--- config.mk ---
export PLATFORM = sky130hd
export DESIGN_NAME = gshare_pred_flat
export DESIGN_NICKNAME = d
export VERILOG_FILES = /design/src/rtl/riscv_pkg.sv /design/src/rtl/gshare_pred_if.sv /design/src/rtl/pht_ram.sv /design/src/rtl/gshare_pred.sv /design/src/flat_wrapper.sv
export SDC_FILE = /design/constraint.sdc
export NUM_CORES = 1
export LEC_CHECK = 0
export CAP_MARGIN = 20
export CORE_UTILIZATION = 53
export DETAILED_ROUTE_END_ITERATION = 10
export PLACE_DENSITY = 0.81
export SETUP_SLACK_MARGIN = 0.2
export SYNTH_ARGS = -nofsm -noshare
export SYNTH_HDL_FRONTEND = slang
export SYNTH_HIERARCHICAL = 1
export SYNTH_SLANG_ARGS = --single-unit
--- constraint.sdc ---
create_clock -name clk -period 21.4 [get_ports clk]
set_clock_uncertainty 0.05 [all_clocks]
set_input_delay 4.28 -clock clk [delete_from_list [all_inputs] [get_ports clk]]
set_output_delay 4.28 -clock clk [all_outputs]
set_load 0.02 [all_outputs]
--- src/rtl/riscv_pkg.sv ---
`default_nettype none
// ============================================================================
//  Module   : riscv_pkg
//  Brief    : Shared opcodes, counter encodings and predictor FSM states.
//  Revision : 1.0
// ============================================================================
package riscv_pkg;

    localparam logic [4:0] OPC_JAL_5    = 5'b11011;
    localparam logic [4:0] OPC_BRANCH_5 = 5'b11000;

    typedef enum logic [1:0] {
        SNT = 2'd0,
        WNT = 2'd1,
        WT  = 2'd2,
        ST  = 2'd3
    } ctr_t;

    typedef enum logic [0:0] {
        SWEEP = 1'b0,
        RUN   = 1'b1
    } state_t;

    function automatic logic [1:0] sat_next(input logic [1:0] cnt, input logic taken);
        logic [1:0] res;
        res = cnt;
        if (taken && (cnt != 2'(ST)))
            res = cnt + 2'd1;
        else if (!taken && (cnt != 2'(SNT)))
            res = cnt - 2'd1;
        return res;
    endfunction

endpackage
`default_nettype wire

--- src/rtl/gshare_pred_if.sv ---
`default_nettype none
// ============================================================================
//  Module   : gshare_pred_if
//  Brief    : Lookup, training and performance-counter bundle of the predictor.
//  Revision : 1.0
// ============================================================================
interface gshare_pred_if #(
    parameter int IDX_BITS = 8
);
    logic [31:0]         lk_pc;
    logic [31:0]         lk_imm;
    logic [4:0]          lk_opc;
    logic                lk_taken;
    logic [31:0]         lk_target;
    logic [IDX_BITS-1:0] lk_idx;
    logic                up_valid;
    logic [IDX_BITS-1:0] up_idx;
    logic                up_taken;
    logic                up_mispred;
    logic                perf_clear;
    logic                ready;
    logic [31:0]         br_count;
    logic [31:0]         mispred_count;

    modport master (
        output lk_pc, lk_imm, lk_opc, up_valid, up_idx, up_taken, up_mispred, perf_clear,
        input  lk_taken, lk_target, lk_idx, ready, br_count, mispred_count
    );

    modport slave (
        input  lk_pc, lk_imm, lk_opc, up_valid, up_idx, up_taken, up_mispred, perf_clear,
        output lk_taken, lk_target, lk_idx, ready, br_count, mispred_count
    );
endinterface
`default_nettype wire

--- src/rtl/pht_ram.sv ---
`default_nettype none
// ============================================================================
//  Module   : pht_ram
//  Brief    : 2-bit counter table, two async read ports and one sync write.
//  Revision : 1.0
// ============================================================================
module pht_ram #(
    parameter int ENTRIES = 256,
    parameter int AW      = $clog2(ENTRIES)
) (
    input  wire logic          clk,
    input  wire logic          we,
    input  wire logic [AW-1:0] waddr,
    input  wire logic [1:0]    wdata,
    input  wire logic [AW-1:0] raddr_a,
    output logic      [1:0]    rdata_a,
    input  wire logic [AW-1:0] raddr_b,
    output logic      [1:0]    rdata_b
);
    logic [1:0] r_mem [ENTRIES];

    always_ff @(posedge clk) begin
        if (we)
            r_mem[waddr] <= wdata;
    end

    assign rdata_a = r_mem[raddr_a];
    assign rdata_b = r_mem[raddr_b];
endmodule
`default_nettype wire

--- src/rtl/gshare_pred.sv ---
`default_nettype none
// ============================================================================
//  Module   : gshare_pred
//  Brief    : Global-history / gshare branch predictor with reset sweep and perf counters.
//  Revision : 1.0
// ============================================================================
module gshare_pred
    import riscv_pkg::*;
#(
    parameter int         HIST_BITS   = 8,
    parameter int         PHT_ENTRIES = 256,
    parameter int         MODE        = 1,
    parameter logic [1:0] INIT_STATE  = 2'b01
) (
    input wire logic    clk,
    input wire logic    rst,
    gshare_pred_if.slave bus
);
    localparam int                  IDX_BITS   = $clog2(PHT_ENTRIES);
    localparam logic [IDX_BITS-1:0] c_last_ptr = IDX_BITS'(PHT_ENTRIES - 1);

    state_t              r_state;
    state_t              w_state_next;
    logic [IDX_BITS-1:0] r_ptr;
    logic [IDX_BITS-1:0] w_ptr_next;
    logic [HIST_BITS-1:0] r_hist;
    logic [31:0]         r_br_count;
    logic [31:0]         r_mispred_count;

    logic [IDX_BITS-1:0] w_hist_ext;
    logic [IDX_BITS-1:0] w_lk_idx;
    logic [1:0]          w_lk_cnt;
    logic [1:0]          w_up_cnt;
    logic                w_sweep;
    logic                w_train;
    logic                w_we;
    logic [IDX_BITS-1:0] w_waddr;
    logic [1:0]          w_wdata;

    always_ff @(posedge clk) begin
        if (rst) begin
            r_state <= SWEEP;
            r_ptr   <= '0;
        end else begin
            r_state <= w_state_next;
            r_ptr   <= w_ptr_next;
        end
    end

    always_comb begin
        w_state_next = r_state;
        w_ptr_next   = r_ptr;
        case (r_state)
            SWEEP: begin
                w_ptr_next = r_ptr + 1'b1;
                if (r_ptr == c_last_ptr)
                    w_state_next = RUN;
            end
            RUN:     w_state_next = RUN;
            default: w_state_next = SWEEP;
        endcase
    end

    assign w_sweep    = (r_state == SWEEP);
    assign w_train    = !w_sweep && bus.up_valid;
    assign w_hist_ext = IDX_BITS'(r_hist);

    generate
        if (MODE == 1) begin : g_gshare
            assign w_lk_idx = bus.lk_pc[IDX_BITS+1:2] ^ w_hist_ext;
        end else begin : g_hist_only
            assign w_lk_idx = w_hist_ext;
        end
    endgenerate

    // Sweep owns the single write port until the table is initialised.
    assign w_we    = w_sweep || w_train;
    assign w_waddr = w_sweep ? r_ptr : bus.up_idx;
    assign w_wdata = w_sweep ? INIT_STATE : sat_next(w_up_cnt, bus.up_taken);

    pht_ram #(
        .ENTRIES (PHT_ENTRIES),
        .AW      (IDX_BITS)
    ) u_pht (
        .clk     (clk),
        .we      (w_we),
        .waddr   (w_waddr),
        .wdata   (w_wdata),
        .raddr_a (w_lk_idx),
        .rdata_a (w_lk_cnt),
        .raddr_b (bus.up_idx),
        .rdata_b (w_up_cnt)
    );

    always_ff @(posedge clk) begin
        if (rst) begin
            r_hist          <= '0;
            r_br_count      <= '0;
            r_mispred_count <= '0;
        end else begin
            if (w_train)
                r_hist <= HIST_BITS'({r_hist, bus.up_taken});
            if (bus.perf_clear) begin
                r_br_count      <= '0;
                r_mispred_count <= '0;
            end else if (w_train) begin
                r_br_count <= r_br_count + 32'd1;
                if (bus.up_mispred)
                    r_mispred_count <= r_mispred_count + 32'd1;
            end
        end
    end

    assign bus.lk_idx        = w_lk_idx;
    assign bus.lk_target     = bus.lk_pc + bus.lk_imm;
    assign bus.lk_taken      = (bus.lk_opc == OPC_JAL_5) ||
                               ((bus.lk_opc == OPC_BRANCH_5) && !w_sweep && w_lk_cnt[1]);
    assign bus.ready         = !w_sweep;
    assign bus.br_count      = r_br_count;
    assign bus.mispred_count = r_mispred_count;
endmodule
`default_nettype wire
--- src/flat_wrapper.sv ---
// flat-port wrapper written by rule: the top's interface ports become plain ports
module gshare_pred_flat import riscv_pkg::*;
#(
    parameter int         HIST_BITS   = 8,
    parameter int         PHT_ENTRIES = 256,
    parameter int         MODE        = 1,
    parameter logic [1:0] INIT_STATE  = 2'b01
)
  (clk, rst, bus_lk_pc, bus_lk_imm, bus_lk_opc, bus_up_valid, bus_up_idx, bus_up_taken, bus_up_mispred, bus_perf_clear, bus_lk_taken, bus_lk_target, bus_lk_idx, bus_ready, bus_br_count, bus_mispred_count);
  gshare_pred_if bus_i ();
  input wire logic clk;
  input wire logic rst;
  input wire logic [$bits(bus_i.lk_pc)-1:0] bus_lk_pc;
  input wire logic [$bits(bus_i.lk_imm)-1:0] bus_lk_imm;
  input wire logic [$bits(bus_i.lk_opc)-1:0] bus_lk_opc;
  input wire logic [$bits(bus_i.up_valid)-1:0] bus_up_valid;
  input wire logic [$bits(bus_i.up_idx)-1:0] bus_up_idx;
  input wire logic [$bits(bus_i.up_taken)-1:0] bus_up_taken;
  input wire logic [$bits(bus_i.up_mispred)-1:0] bus_up_mispred;
  input wire logic [$bits(bus_i.perf_clear)-1:0] bus_perf_clear;
  output wire logic [$bits(bus_i.lk_taken)-1:0] bus_lk_taken;
  output wire logic [$bits(bus_i.lk_target)-1:0] bus_lk_target;
  output wire logic [$bits(bus_i.lk_idx)-1:0] bus_lk_idx;
  output wire logic [$bits(bus_i.ready)-1:0] bus_ready;
  output wire logic [$bits(bus_i.br_count)-1:0] bus_br_count;
  output wire logic [$bits(bus_i.mispred_count)-1:0] bus_mispred_count;
  assign bus_i.lk_pc = bus_lk_pc;
  assign bus_i.lk_imm = bus_lk_imm;
  assign bus_i.lk_opc = bus_lk_opc;
  assign bus_i.up_valid = bus_up_valid;
  assign bus_i.up_idx = bus_up_idx;
  assign bus_i.up_taken = bus_up_taken;
  assign bus_i.up_mispred = bus_up_mispred;
  assign bus_i.perf_clear = bus_perf_clear;
  assign bus_lk_taken = bus_i.lk_taken;
  assign bus_lk_target = bus_i.lk_target;
  assign bus_lk_idx = bus_i.lk_idx;
  assign bus_ready = bus_i.ready;
  assign bus_br_count = bus_i.br_count;
  assign bus_mispred_count = bus_i.mispred_count;
  gshare_pred #(.HIST_BITS(HIST_BITS), .PHT_ENTRIES(PHT_ENTRIES), .MODE(MODE), .INIT_STATE(INIT_STATE)) u_core (.clk(clk), .rst(rst), .bus(bus_i));
endmodule
==> impl_metrics.toml, run 1 <==
[setup_path]
arrival_ps = 9440
crit_chain = "clkdlybuf4s50_1 > xor2_4 > buf_4 > buf_4 > nand3b_1 > o22ai_1 > nor4_1 > o41ai_1 > and4_1 > nand2_1 > nor3_1 > a21oi_1 > nor3_1 > clkdlybuf4s50_1"
start_kind = "input pin"
max_stage_delay_ps = 670
required_ps = 17070
cp_slowest_cell = "clkdlybuf4s50_1"
crit_type = "input pin to output port"
critPathMaxFanout = 32
path_buf_inv = 4
path_delay_family = "buffers and inverters"
cp-end-kind = "output port"

[yosys]
synth_nets = 2282
synthCells = 2161
synth_area_um2 = 29000
avgSynthCellArea_um2 = 13.4
yosysWarnings = 6

[global_routing]
antenna_found_initial = 3
grt_overflow = 0
grt_use_total_pct = 28.5
grt_pass1_vias = 19878
grt_max_degree = 120
grt_pass1_wl_um = 120000

[routing]
drtPass1Iterations = 6
wl_met1_um = 28400
highest_layer = "met4"
post-route-drc-count = 0
drtIter0Drc = 2704
num_vias = 20127
totalWireLength_um = 80300
vias_per_cell = 6.65
dr_wl_met2_um = 37700
wire_per_inst_um = 26.5
met3_length_um = 9990
postRouteAntennaNets = 0

[power]
power.leakage_uw = 0.0113
total_power_uw = 2520
cellPowerDensity_nw_per_um2 = 76.1
ir_worst_vdd_v = 0.0000673

[layout]
nets = 2402
final_layout_size_suffix_gt1_share_pct = 12.4
area_delta_synth_final_pct = 14.1

[clock_network]
root_buffer = "clkbuf_16"
clk_pin_slew_ps = 70
cts.sinks = 593
h-tree-depth = 2
ctsResizeCount = 0
clk_latency_ps = 640
cts_made_buffers = 57
ctsHoldBuffers = 0
tritoncts = "built"
clockBufferDepth = 3
post_cts_buffers = 0

[placed_design]
gp_congestion = 0.918
dp_hpwl_um = 51700
io_buffer_count = 188

[sta]
drv_slew = 0
finalHoldViolCount = 0
fmax_ghz = 0.0726
period_share_pct = 64.3
setup_violations = 0
rsz0062_at_grt = "no"
setup_tns_ps = 0
tightest_slew_ps = 1210
slew_headroom_pct = 19.1
period_needed_ps = 13770

[floorplan]
rows = 85
fp.dieArea_um2 = 55700
core_area_um2 = 53900
initial_utilization_pct = 53.8
io_pins = 189
dieHeight_um = 236
die_x_um = 236

[run_status]
status = "finished, final reports clean"

[flow_run]
drv_cap = 0

[hold_path]
hold_path_class = "flip-flop to flip-flop"
worst paths after layout:
kind | slack [ps] | start | cells after the start | endpoint
min reg2reg | 420 | u_core/r_hist[7]$_SDFFE_PP0P_ | 2 | u_core/r_hist[7]$_SDFFE_PP0P_
max reg2reg | 16560 | u_core/u_pht/r_mem[198][1]$_DFFE_PP_ | 12 | u_core/u_pht/r_mem[195][0]$_DFFE_PP_
min | 420 | u_core/r_hist[7]$_SDFFE_PP0P_ | 2 | u_core/r_hist[7]$_SDFFE_PP0P_
max | 7630 | bus_lk_pc[2] | 14 | bus_lk_taken
where the power goes:
group          switching (µW)  leakage [µW]  internal, µW  total [µW]
Combinational             148       0.00468           107         255
Clock                     440      0.000906           588        1030
Sequential               1.04       0.00570          1240        1240
worst register-to-register path: cells and delay by family (launching register included):
family	cells	cell delay (ps)
simple gates	3	1140
compound gates	3	1020
buf+inv	2	980
mux	2	480
flops	1	380
fa+ha+maj	1	200
xor+xnor	1	130
state kept, by name, summed over array words and instances, names as in the netlist:
| register | cells |
|---|---|
| u_core/r_hist | 8 |
| u_core/bus.ready | 1 |
| u_core/r_ptr | 8 |
| u_core/bus.br_count | 32 |
| u_core/u_pht/r_mem | 512 |
| u_core/bus.mispred_count | 32 |
routing by layer:
layer,global-route usage [%],up-vias
met5,0,-
met3,6.87,257
met4,15.4,0
li1,-,8481
met1,36.2,9894
met2,45.3,1495
placed cells by master (no fill, tap or decap), types with 24 or more instances in the layout:
cell	count
clkdlybuf4s50_1	185
nand3_1	50
o221ai_1	27
clkbuf_16	57
a21oi_1	84
nor3_1	24
mux2i_1	131
mux4_2	129
ha_1	37
o21ai_0	30
edfxtp_1	512
xnor2_1	31
dfxtp_1	81
xor2_1	59
buf_4	29
nand2_1	121
nor2_1	372
per-stage QoR:
| step | cells | area (µm²) | hold slack, ps | worst slack [ps] | util (%) |
|---|---|---|---|---|---|
| after CTS | 3017 | 33000 | 422 | 7680 | 61.2 |
| after global routing | 3025 | 33100 | 465 | 7510 | 61.4 |
| final | 3025 | 33100 | 421 | 7630 | 61.4 |
| after global placement | 2913 | 31100 | 405 | 7740 | 57.7 |
| after floorplan | 2161 | 29000 | 398 | 10190 | - |
| after detailed placement | 2913 | 31100 | 413 | 7700 | 57.7 |
cell type report:
class	instances	area, µm²
clock buffers	67	1460
clock inverters	37	425
inverters	18	67.6
repair buffers	222	2210
well taps	696	871
flip-flops and latches	593	17000
multi-input cells	1389	11100
fillers	3839	20800
diodes	3	7.51
Power figures use the tool's default switching activity.
==> run 2, diff against run 1 <==
PLACE_DENSITY = 0.84   (was 0.81)
clock period = 12.1 ns   (was 21.4 ns; I/O delays follow)
==> impl_metrics.toml, run 2 (synthesis results as in run 1) <==
[setup_path]
critPathMaxFanout = 31
start_kind = "input pin"
required_ps = 9630
arrival_ps = 7180
crit_type = "input pin to output port"
cp-end-kind = "output port"

[sta]
period_share_pct = 79.8
tightest_slew_ps = 1230
worst_slack_ps = 2450
period_needed_ps = 9650
rsz0062_at_grt = "no"
slew_headroom_pct = 17.6
setup_violations = 0
finalHoldViolCount = 0
setup_tns_ps = 0
fmax_ghz = 0.104
drv_slew = 0

[routing]
totalWireLength_um = 80300
drtPass1Iterations = 8
postRouteAntennaNets = 0
num_vias = 20215
vias_per_cell = 6.69
post-route-drc-count = 0
wire_per_inst_um = 26.6
drtIter0Drc = 2945

[floorplan]
core_area_um2 = 53900
rows = 85
initial_utilization_pct = 53.8
io_pins = 189
fp.dieArea_um2 = 55700
die_x_um = 236
dieHeight_um = 236

[placed_design]
dp_hpwl_um = 53100
io_buffer_count = 188
dp_slack_ps = 2580
gp_congestion = 0.953

[clock_network]
ctsResizeCount = 0
clk_pin_slew_ps = 70
post_cts_buffers = 0
ctsHoldBuffers = 0
cts_made_buffers = 56
cts.sinks = 593
clk_latency_ps = 620
tritoncts = "built"
clockBufferDepth = 3
root_buffer = "clkbuf_16"
h-tree-depth = 2

[global_routing]
grt_pass1_vias = 19945
grt_max_degree = 257
antenna_found_initial = 3
grt_overflow = 0
grt_use_total_pct = 28.5
grt_pass1_wl_um = 120000

[layout]
final_common_cell = "edfxtp_1"
nets = 2402
final_cell_mix = "edfxtp_1 (512), nor2_1 (372), clkdlybuf4s50_1 (185), mux2i_1 (131), mux4_2 (129)"
largest_register_ffs = 512
area_delta_synth_final_pct = 14.2
final_layout_size_suffix_gt1_share_pct = 12.5
top_register = "u_core/u_pht/r_mem"

[flow_run]
drv_cap = 0

[power]
cellPowerDensity_nw_per_um2 = 134
power.leakage_uw = 0.0113
ir_worst_vdd_v = 0.000125

[run_status]
status = "finished, final reports clean"

[hold_path]
hold_path_class = "flip-flop to flip-flop"
run 2: cell types whose count changed in the layout (fill, tap and decap cells not counted), moves of 2 or more:
| cell | change |
|---|---|
| clkbuf_1 | -2 |
| buf_4 | -3 |
| buf_12 | +2 |
| buf_8 | +3 |
| clkinvlp_4 | -2 |
| inv_6 | -2 |
| buf_16 | -2 |
| clkinv_2 | +2 |
run 2: final cells by class:
type,instances,area [µm²]
Clock inverter,37,412
Antenna cell,2,5.00
Fill cell,3797,20800
Tap cell,696,871
Timing Repair Buffer,223,2230
Sequential cell,593,17000
Inverter,18,67.6
Clock buffer,65,1460
Multi-Input combinational cell,1389,11100
run 2: worst paths after layout:
path         depth (start not counted)                                 from  slack, ps                                   end
min                                  2        u_core/r_hist[7]$_SDFFE_PP0P_        430         u_core/r_hist[7]$_SDFFE_PP0P_
max                                 14                         bus_lk_pc[2]       2450                          bus_lk_taken
min reg2reg                          2        u_core/r_hist[7]$_SDFFE_PP0P_        430         u_core/r_hist[7]$_SDFFE_PP0P_
max reg2reg                         11  u_core/u_pht/r_mem[83][0]$_DFFE_PP_       7700  u_core/u_pht/r_mem[202][1]$_DFFE_PP_
run 2: report_power, final:
| group | leakage [µW] | internal (µW) | switching [µW] |
|---|---|---|---|
| Clock | 0.000904 | 1030 | 764 |
| Combinational | 0.00469 | 191 | 269 |
| Sequential | 0.00570 | 2190 | 1.63 |
run 2: per-stage QoR:
| stage | util (%) | std cells | hold WS [ps] | instance area [µm²] | total power, µW |
|---|---|---|---|---|---|
| after floorplan | - | 2161 | 398 | 29000 | 2520 |
| after global placement | 57.8 | 2912 | 405 | 31200 | 2680 |
| after detailed placement | 57.9 | 2917 | 423 | 31200 | 2680 |
| after CTS | 61.4 | 3019 | 432 | 33100 | 4450 |
| after global routing | 61.5 | 3022 | 448 | 33100 | 4550 |
| final | 61.5 | 3023 | 430 | 33100 | 4450 |
run 2: worst max-delay path, cell delays in order:
cell,delay [ps]
clkdlybuf4s50_1,610
xor2_4,590
buf_4,630
mux4_2,350
mux2i_1,70
nor2_1,210
nor4_1,90
o311ai_0,490
and4_1,400
nand2_1,120
nor3_1,140
a21oi_1,60
nor3_1,290
clkdlybuf4s50_1,660
run 2: metal layers:
| layer | GRT usage, % | share of wire (%) |
|---|---|---|
| met1 | 35.9 | 35 |
| met2 | 46.1 | 47 |
| met3 | 6.54 | 12 |
| met4 | 15.2 | 5.5 |
| met5 | 0 | 0 |
